--- src/rtl/decode_frame_sequencer.sv ---
// Host-side engine between a syndrome byte source and the decoder FIFOs: sends the
// start opcode once per session, frames each payload, and reports one tagged result per frame.
module decode_frame_sequencer #(
  parameter int         BYTES_PER_FRAME   = 10,
  parameter int         RESULT_BYTES      = 3,
  parameter logic [7:0] START_MSG         = 8'h01,
  parameter logic [7:0] HEADER_MSG        = 8'h02,
  parameter int         TIMEOUT_CYCLES    = 65535,
  parameter int         FRAME_COUNT_WIDTH = 16
) (
  input  logic                         clk,
  input  logic                         reset,
  input  logic                         enable,
  input  logic [7:0]                   syn_data,
  input  logic                         syn_valid,
  output logic                         syn_ready,
  output logic [7:0]                   tx_data,
  output logic                         tx_valid,
  input  logic                         tx_ready,
  input  logic [7:0]                   rx_data,
  input  logic                         rx_valid,
  output logic                         rx_ready,
  output logic [7:0]                   res_iterations,
  output logic [15:0]                  res_cycles,
  output logic [FRAME_COUNT_WIDTH-1:0] res_frame,
  output logic                         res_timeout,
  output logic                         res_valid,
  input  logic                         res_ready,
  output logic                         busy
);

  localparam int BC_W  = $clog2(BYTES_PER_FRAME + 1);
  localparam int RX_W  = $clog2(RESULT_BYTES + 1);
  localparam int TMR_W = $clog2(TIMEOUT_CYCLES + 1);

  localparam logic [BC_W-1:0]  LAST_BYTE  = BC_W'(BYTES_PER_FRAME - 1);
  localparam logic [RX_W-1:0]  LAST_RX    = RX_W'(RESULT_BYTES - 1);
  localparam logic [TMR_W-1:0] LAST_TICK  = TMR_W'(TIMEOUT_CYCLES - 1);
  localparam logic [TMR_W-1:0] TIMER_SAT  = TMR_W'(TIMEOUT_CYCLES);

  typedef enum logic [2:0] {
    S_IDLE,
    S_START,
    S_HEADER,
    S_PAYLOAD,
    S_WAIT_RESULT,
    S_RECV,
    S_REPORT
  } state_e;

  state_e                       state_q,    state_d;
  logic [BC_W-1:0]              byte_cnt_q, byte_cnt_d;
  logic [RX_W-1:0]              rx_idx_q,   rx_idx_d;
  logic [TMR_W-1:0]             timer_q,    timer_d;
  logic [7:0]                   iter_q,     iter_d;
  logic [15:0]                  cycles_q,   cycles_d;
  logic [FRAME_COUNT_WIDTH-1:0] frame_q,    frame_d;
  logic                         timeout_q,  timeout_d;

  logic tx_hs;
  logic rx_hs;
  logic rx_done;

  // NOTE: state registers use non-blocking assignments so every flop samples pre-edge values.
  always_ff @(posedge clk or posedge reset) begin
    if (reset) begin
      state_q    <= S_IDLE;
      byte_cnt_q <= '0;
      rx_idx_q   <= '0;
      timer_q    <= '0;
      iter_q     <= '0;
      cycles_q   <= '0;
      frame_q    <= '0;
      timeout_q  <= 1'b0;
    end else begin
      state_q    <= state_d;
      byte_cnt_q <= byte_cnt_d;
      rx_idx_q   <= rx_idx_d;
      timer_q    <= timer_d;
      iter_q     <= iter_d;
      cycles_q   <= cycles_d;
      frame_q    <= frame_d;
      timeout_q  <= timeout_d;
    end
  end

  // NOTE: every output is given a default before the case so no path can infer a latch.
  always_comb begin
    tx_valid  = 1'b0;
    tx_data   = 8'h00;
    syn_ready = 1'b0;
    // The result drain is open everywhere except REPORT, but held low while reset is asserted.
    rx_ready  = ~reset;
    res_valid = 1'b0;
    busy      = (state_q != S_IDLE);
    case (state_q)
      S_START: begin
        tx_valid = 1'b1;
        tx_data  = START_MSG;
      end
      S_HEADER: begin
        tx_valid = 1'b1;
        tx_data  = HEADER_MSG;
      end
      S_PAYLOAD: begin
        tx_valid  = syn_valid;
        tx_data   = syn_data;
        syn_ready = tx_ready;
      end
      S_REPORT: begin
        rx_ready  = 1'b0;
        res_valid = 1'b1;
      end
      default: ;
    endcase
  end

  assign tx_hs   = tx_valid & tx_ready;
  assign rx_hs   = rx_valid & rx_ready;
  assign rx_done = rx_hs && (rx_idx_q == LAST_RX);

  always_comb begin
    state_d    = state_q;
    byte_cnt_d = byte_cnt_q;
    rx_idx_d   = rx_idx_q;
    timer_d    = timer_q;
    iter_d     = iter_q;
    cycles_d   = cycles_q;
    frame_d    = frame_q;
    timeout_d  = timeout_q;

    case (state_q)
      S_IDLE: begin
        if (enable) state_d = S_START;
      end

      S_START: begin
        if (tx_hs) state_d = S_HEADER;
      end

      S_HEADER: begin
        if (tx_hs) begin
          state_d    = S_PAYLOAD;
          byte_cnt_d = '0;
        end
      end

      S_PAYLOAD: begin
        if (tx_hs) begin
          byte_cnt_d = byte_cnt_q + 1'b1;
          if (byte_cnt_q == LAST_BYTE) begin
            state_d  = S_WAIT_RESULT;
            timer_d  = '0;
            rx_idx_d = '0;
          end
        end
      end

      S_WAIT_RESULT, S_RECV: begin
        if (timer_q != TIMER_SAT) timer_d = timer_q + 1'b1;

        if (rx_hs) begin
          state_d  = S_RECV;
          rx_idx_d = rx_idx_q + 1'b1;
          case (rx_idx_q)
            RX_W'(0): iter_d         = rx_data;
            RX_W'(1): cycles_d[15:8] = rx_data;
            RX_W'(2): cycles_d[7:0]  = rx_data;
            default: ;
          endcase
        end

        // A final byte landing on the last watchdog tick still counts as a real result.
        if (rx_done) begin
          state_d   = S_REPORT;
          timeout_d = 1'b0;
        end else if (timer_q == LAST_TICK) begin
          state_d   = S_REPORT;
          timeout_d = 1'b1;
          iter_d    = 8'h00;
          cycles_d  = 16'h0000;
        end
      end

      S_REPORT: begin
        if (res_ready) begin
          frame_d = frame_q + 1'b1;
          state_d = enable ? S_HEADER : S_IDLE;
        end
      end

      default: state_d = S_IDLE;
    endcase
  end

  assign res_iterations = iter_q;
  assign res_cycles     = cycles_q;
  assign res_frame      = frame_q;
  assign res_timeout    = timeout_q;

endmodule
--- config.mk ---
export PLATFORM = sky130hd
export DESIGN_NAME = decode_frame_sequencer
export DESIGN_NICKNAME = d
export VERILOG_FILES = /design/src/rtl/decode_frame_sequencer.sv
export SDC_FILE = /design/constraint.sdc
export NUM_CORES = 1
export LEC_CHECK = 0
export CAP_MARGIN = 20
export CORE_MARGIN = 2
export CORE_UTILIZATION = 52
export CTS_CLUSTER_SIZE = 28
export DETAILED_ROUTE_END_ITERATION = 8
export DONT_BUFFER_PORTS = 1
export PLACE_DENSITY = 0.78
export SLEW_MARGIN = 10
export SYNTH_ARGS = -nofsm -noshare
export SYNTH_HDL_FRONTEND = slang
export SYNTH_SLANG_ARGS = --single-unit
--- constraint.sdc ---
create_clock -name clk -period 2.7 [get_ports clk]
set_clock_uncertainty 0.2 [all_clocks]
set_input_delay 0.81 -clock clk [delete_from_list [all_inputs] [get_ports clk]]
set_output_delay 0.81 -clock clk [all_outputs]
set_load 0.02 [all_outputs]
==> results of run 1 <==
==> registers in the layout (all words and copies together), names as in the netlist <==
name            flops
res_cycles         16
res_frame          16
timer_q            16
res_iterations      8
byte_cnt_q          4
state_q             3
rx_idx_q            2
res_timeout         1
==> critical path, delay by kind of cell (launching register included) <==
family | cells | cell delay [ns]
flops | 1 | 0.49
simple gates | 2 | 0.53
buf+inv | 1 | 0.17
==> per-layer routing <==
metal  up-vias  GRT usage, %  routed length, um
met5         -             0                  0
li1       1275             -                  -
met3         9          5.68                602
met1      1320          30.6               3340
met4         0          9.81                 94
met2       102          31.1               3460
==> layout by cell type (no fill, tap or decap), types with 4 or more instances in the layout <==
master and count:
nor2_1 12, nor3_1 7, xor2_1 8, nand2b_1 5, xnor2_1 8, inv_1 14, o21ai_0 8, a22o_1 10
nand2_1 39, a211oi_1 4, nand4_1 9, dfrtp_1 65, and2_1 9, nand3_1 28, mux2i_1 7, or4_1 5
and4_1 11, a21oi_1 27, ha_1 8, and3_1 5, buf_4 9, clkbuf_8 10, o31ai_1 6
==> synthesized netlist by cell type, drive strengths merged (2+ instances only) <==
| cell type | n |
|---|---|
| o31ai | 6 |
| nor3 | 7 |
| clkbuf | 10 |
| o21ai | 8 |
| inv | 15 |
| o2111ai | 2 |
| mux2i | 7 |
| a21o | 2 |
| nor2b | 3 |
| a21oi | 27 |
| o211a | 2 |
| or4 | 5 |
| dfrtp | 66 |
| nand4 | 10 |
| or3 | 2 |
| a22o | 10 |
| nand2 | 39 |
| and2 | 9 |
| buf | 11 |
| nor2 | 13 |
| a31oi | 3 |
| xor2 | 8 |
| ha | 8 |
| nand3 | 28 |
| and4 | 12 |
| a211oi | 4 |
| nor4b | 2 |
| xnor2 | 8 |
| nor4 | 2 |
| nand2b | 5 |
| and3 | 6 |
==> through the flow <==
step | cell area [um2] | total power, mW | TNS, ns | setup WS, ns | utilization, %
after floorplan | 3460 | 1.67 | -0.0486 | -0.0486 | -
after global placement | 3520 | 1.78 | 0 | 0.450 | 55.1
after detailed placement | 3520 | 1.80 | 0 | 0.393 | 55.1
after CTS | 3720 | 2.65 | 0 | 0.0508 | 58.2
after global routing | 3720 | 2.79 | 0 | 0.0240 | 58.3
final | 3720 | 2.63 | 0 | 0.153 | 58.3
==> report_power, final <==
group / leakage [nW] / internal, mW / switching [mW]
sequential: 0.818 / 1.06 / 0.109
combinational: 0.774 / 0.240 / 0.378
clock: 0.103 / 0.453 / 0.390
total: 1.69 / 1.75 / 0.878
==> worst paths after layout <==
kind	startpoint	to	slack, ns
max	state_q[0]	rx_ready	0.15
min	timer_q[3]	timer_q[3]	0.33
max reg2reg	state_q[1]	res_cycles[4]	0.45
min reg2reg	timer_q[3]	timer_q[3]	0.33
max in group asynchronous	reset	state_q[1]	1.33
min in group asynchronous	reset	res_cycles[15]	0.42
==> layout make-up <==
cell class / count / area, um2
well taps: 77 / 96.3
fillers: 554 / 2660
repair buffers: 9 / 67.6
clock buffers: 10 / 138
clock inverters: 6 / 65.1
multi-input cells: 253 / 1650
inverters: 15 / 60.1
flip-flops and latches: 66 / 1650
==> kinds of logic after synthesis <==
group	synth area share, %
AOI/OAI and AO/OA	13.7
and+or+nand+nor	24.4
DFF	47.7
adders and majority gates	2.89
muxes	2.35
xor gates and xnor gates	4.05
buffers and inverters	4.81
==> what timing repair did <==
item,CTS,global route
resized for setup,0,3
setup endpoints to repair,0,9
setup buffers,0,0
==> metrics.yaml, run 1 <==
layout:
  final_nets: 385
  layout.cells.non_filler: 436
  diodes: 0
  syn_to_final_growth_pct: 7.67
  layout-drive-gt1-share_pct: 10.3
timing:
  fmax_mhz: 393
  worstMarginPinSlew_ns: 0.806
  hold_ws_ns: 0.330
  relSlewSlack_pct: 46.3
  layout_min_cycle_time_ns: 2.55
  min_period_over_period_pct: 94.3
  finalSetupViolCount: 0
  drv_slew: 0
  rsz0062_at_grt: "no"
  hold_viol: 0
global_route:
  antenna_found_initial: 0
  grt_first_pass_wirelength_mm: 12.5
  grt-ovfl-total: 0
  grt_start_max_net_pins: 67
  grt_pass1_vias: 2559
  grt_usage_pct: 21.6
synthesis:
  synth_ff_type: "dfrtp_1"
  synth_fp_nets: 386
  async_flop_share_pct: 100
  synth.distinct_cells: 52
  ys_warn_count: 0
  syn_avg_cell_area_um2: 9.75
  yosysSeqAreaShare_pct: 47.7
  yosysTopAreaCell: "dfrtp_1"
  syn_inst: 355
  synth.ff_latch_count: 66
  synthTopCellsByArea: "dfrtp_1 48%, nand2_1 4.2%, nand3_1 4.1%"
  synth_top_area_share_pct: 47.7
  synth_edf_count: 0
  netlist_area_mm2: 0.00346
worst_setup_path:
  end_kind: "output pin"
  crit_type: "reg -> out"
  cpPeakStageDelay_ns: 0.49
  cp_slowest_cell: "dfrtp_1"
  worst_ep_required_time_ns: 1.69
  crit_arrival_ns: 1.54
  reg2regPathDepth: 4
  path_cells: "inv_1, and3_1, nor2_2"
  setup.worst_path.start_class: "flop"
  cp_max_fo: 11
detailed_routing:
  final_antenna_net_count: 0
  wl_per_cell_um: 17.2
  vias_per_cell: 6.21
  drt_iter0_drc: 210
  route.detailed.drc: 0
  drt-pass1-iter-count: 5
  wl_mm: 7.50
  vias: 2706
placed_design:
  dp.final_hpwl_mm: 5.33
  numPortBuffers: 0
  placedCellCount: 420
  place_congestion: 0.890
floorplanning:
  initial_core_util_pct: 54.2
  die_x_um: 85.6
  num_rows: 29
  fp.dieArea_mm2: 0.00732
  die_y_um: 85.6
  io_pins: 77
  core_mm2: 0.00639
min_path:
  hold_class: "reg -> reg"
  worstHoldPathCells: 1
pwr:
  power.density_mw_per_mm2: 706
  ir_worst_vdd_uv: 565
  p_leak_nw: 1.69
clock_tree:
  clock_latency_ns: 0.35
  root_buffer: "clkbuf_8"
  ctsHoldBuffers: 0
  clk_pin_slew_ns: 0.07
  cts-htree-levels: 3
  clk_path_buf_depth: 2
  cts_tree: "yes"
  clkSinkCount: 66
  cts_buffers: 9
run:
  drv_cap: 0
status:
  status: "finished clean"
(Power assumes the default switching activity.)
==> run 2, diff against run 1 <==
--- a/config.mk
+++ b/config.mk
@@ -6,6 +6,7 @@
 export NUM_CORES = 1
 export LEC_CHECK = 0
 export CAP_MARGIN = 20
+export CORE_ASPECT_RATIO = 1.25
 export CORE_MARGIN = 2
 export CORE_UTILIZATION = 52
 export CTS_CLUSTER_SIZE = 28
==> metrics.yaml, run 2 (synthesized netlist as in run 1, its figures left out) <==
layout:
  syn_to_final_growth_pct: 8.25
  layout_common_cells: "65 x dfrtp_1, 39 x nand2_1, 28 x nand3_1"
  finish.utilization_pct: 57.8
  final_nets: 386
  layout-drive-gt1-share_pct: 10.6
  final_common_cell: "dfrtp_1"
  multi_input_area_mm2: 0.00165
  layout.cells.non_filler: 447
  nFillCells: 585
  seqCellArea_mm2: 0.00165
  diodes: 0
timing:
  worstMarginPinSlew_ns: 0.800
  drv_slew: 0
  setup_slack_ns: 0.132
  layout_min_cycle_time_ns: 2.57
  min_period_over_period_pct: 95.1
  fmax_mhz: 389
  rsz0062_at_grt: "no"
  hold_ws_ns: 0.340
  relSlewSlack_pct: 46.7
  finalSetupViolCount: 0
  hold_viol: 0
floorplanning:
  initial_core_util_pct: 53.4
  num_rows: 33
  die_x_um: 77.0
  die_y_um: 95.2
  core_mm2: 0.00648
  fp.dieArea_mm2: 0.00733
  io_pins: 77
worst_setup_path:
  crit_top_cell: "buf_4"
  end_kind: "output pin"
  path_cells: "buf_4, nand2_1, nor2_1, nor3_1, buf_4"
  worst_ep_required_time_ns: 1.69
  cpPeakStageDelay_ns: 0.49
  cp_slowest_cell: "dfrtp_1"
  crit_type: "reg -> out"
  setup.worst_path.start_class: "flop"
  cp_max_fo: 11
  crit_arrival_ns: 1.56
  path_delay_family: "flip-flops"
  crit_buf_inv: 2
global_route:
  grt_usage_pct: 21.3
  grt_start_max_net_pins: 67
  grt_pass1_vias: 2699
  grt_first_pass_wirelength_mm: 12.4
  antenna_found_initial: 0
  grt-ovfl-total: 0
clock_tree:
  clk_pin_slew_ns: 0.07
  clock_latency_ns: 0.35
  cts-htree-levels: 3
  ctsHoldBuffers: 0
  root_buffer: "clkbuf_8"
  cts_buffers: 9
  clkSinkCount: 66
  cts_tree: "yes"
  post-cts-setup-buffers: 0
  clk_path_buf_depth: 2
detailed_routing:
  route.detailed.drc: 0
  vias: 2724
  drt-pass1-iter-count: 4
  vias_per_cell: 6.09
  final_antenna_net_count: 0
  wl_per_cell_um: 17.0
  wl_mm: 7.59
  drt_iter0_drc: 225
placed_design:
  numPortBuffers: 0
  pre_cts_slack_ns: 0.389
  dp.final_hpwl_mm: 5.45
  place_congestion: 0.838
  placedCellCount: 431
pwr:
  ir_worst_vdd_uv: 356
  p_seq_share_pct: 43.9
  power.density_mw_per_mm2: 706
  p_sw_share_pct: 33.8
  p_comb_share_pct: 24.2
  p_sw_mw: 0.892
  clkPwrFrac_pct: 31.9
  p_leak_nw: 1.70
  internal_power_mw: 1.75
status:
  status: "finished clean"
run:
  drv_cap: 0
min_path:
  hold_class: "reg -> reg"
## run 2: cell types whose count changed in the layout (fill, tap and decap cells not counted)
cell / before / now
buf_4: 9 / 10
## run 2: power groups by stage
stage	sequential (mW)	combinational, mW	clock, mW
after floorplan	1.12	0.550	0
after global placement	1.17	0.615	0
after detailed placement	1.17	0.630	0
after CTS	1.16	0.634	0.856
after global routing	1.18	0.712	0.895
final	1.16	0.639	0.844
## run 2: final cells by class
cell class / instances / share of cell area [%]
Timing Repair Buffer: 10 / 2.00
Inverter: 15 / 1.60
Sequential cell: 66 / 44.1
Clock inverter: 6 / 1.74
Clock buffer: 10 / 3.68
Tap cell: 87 / 2.91
Multi-Input combinational cell: 253 / 43.9
## run 2: metal layers
layer / share of wire, % / track usage [%] / vias up
met1: 40 / 24.0 / 1316
met4: 2.1 / 10.6 / 0
met5: 0 / 0 / -
li1: - / - / 1283
met2: 52 / 37.0 / 107
met3: 6.2 / 6.63 / 18
## run 2: final timing paths
path | start | end | slack [ns] | depth (start not counted)
setup / recovery | state_q[1] | tx_valid | 0.13 | 5
hold / removal | timer_q[5] | timer_q[5] | 0.34 | 1
min in group asynchronous | reset | res_frame[1] | 0.41 | 2
setup reg to reg | timer_q[0] | timer_q[11] | 0.52 | 5
max in group asynchronous | reset | state_q[0] | 1.35 | 2
hold reg to reg | timer_q[5] | timer_q[5] | 0.34 | 1
## run 2: stage by stage
stage	total power [mW]	area, um2	TNS [ns]
after floorplan	1.67	3460	-0.0486
after global placement	1.78	3540	0
after detailed placement	1.80	3540	0
after CTS	2.65	3740	0
after global routing	2.78	3740	0
final	2.64	3740	0
## run 2: worst register-to-register path: stages, from the launching register on
cell and delay (ns):
dfrtp_1 0.42, ha_1 0.27, and3_1 0.29, and4_1 0.29, or4_1 0.49, a21oi_1 0.15
## run 2: what timing repair did
item,CTS,global route
gates resized for setup,1,2
setup endpoints to repair,1,8
gates cloned,0,0
pin swaps,0,0
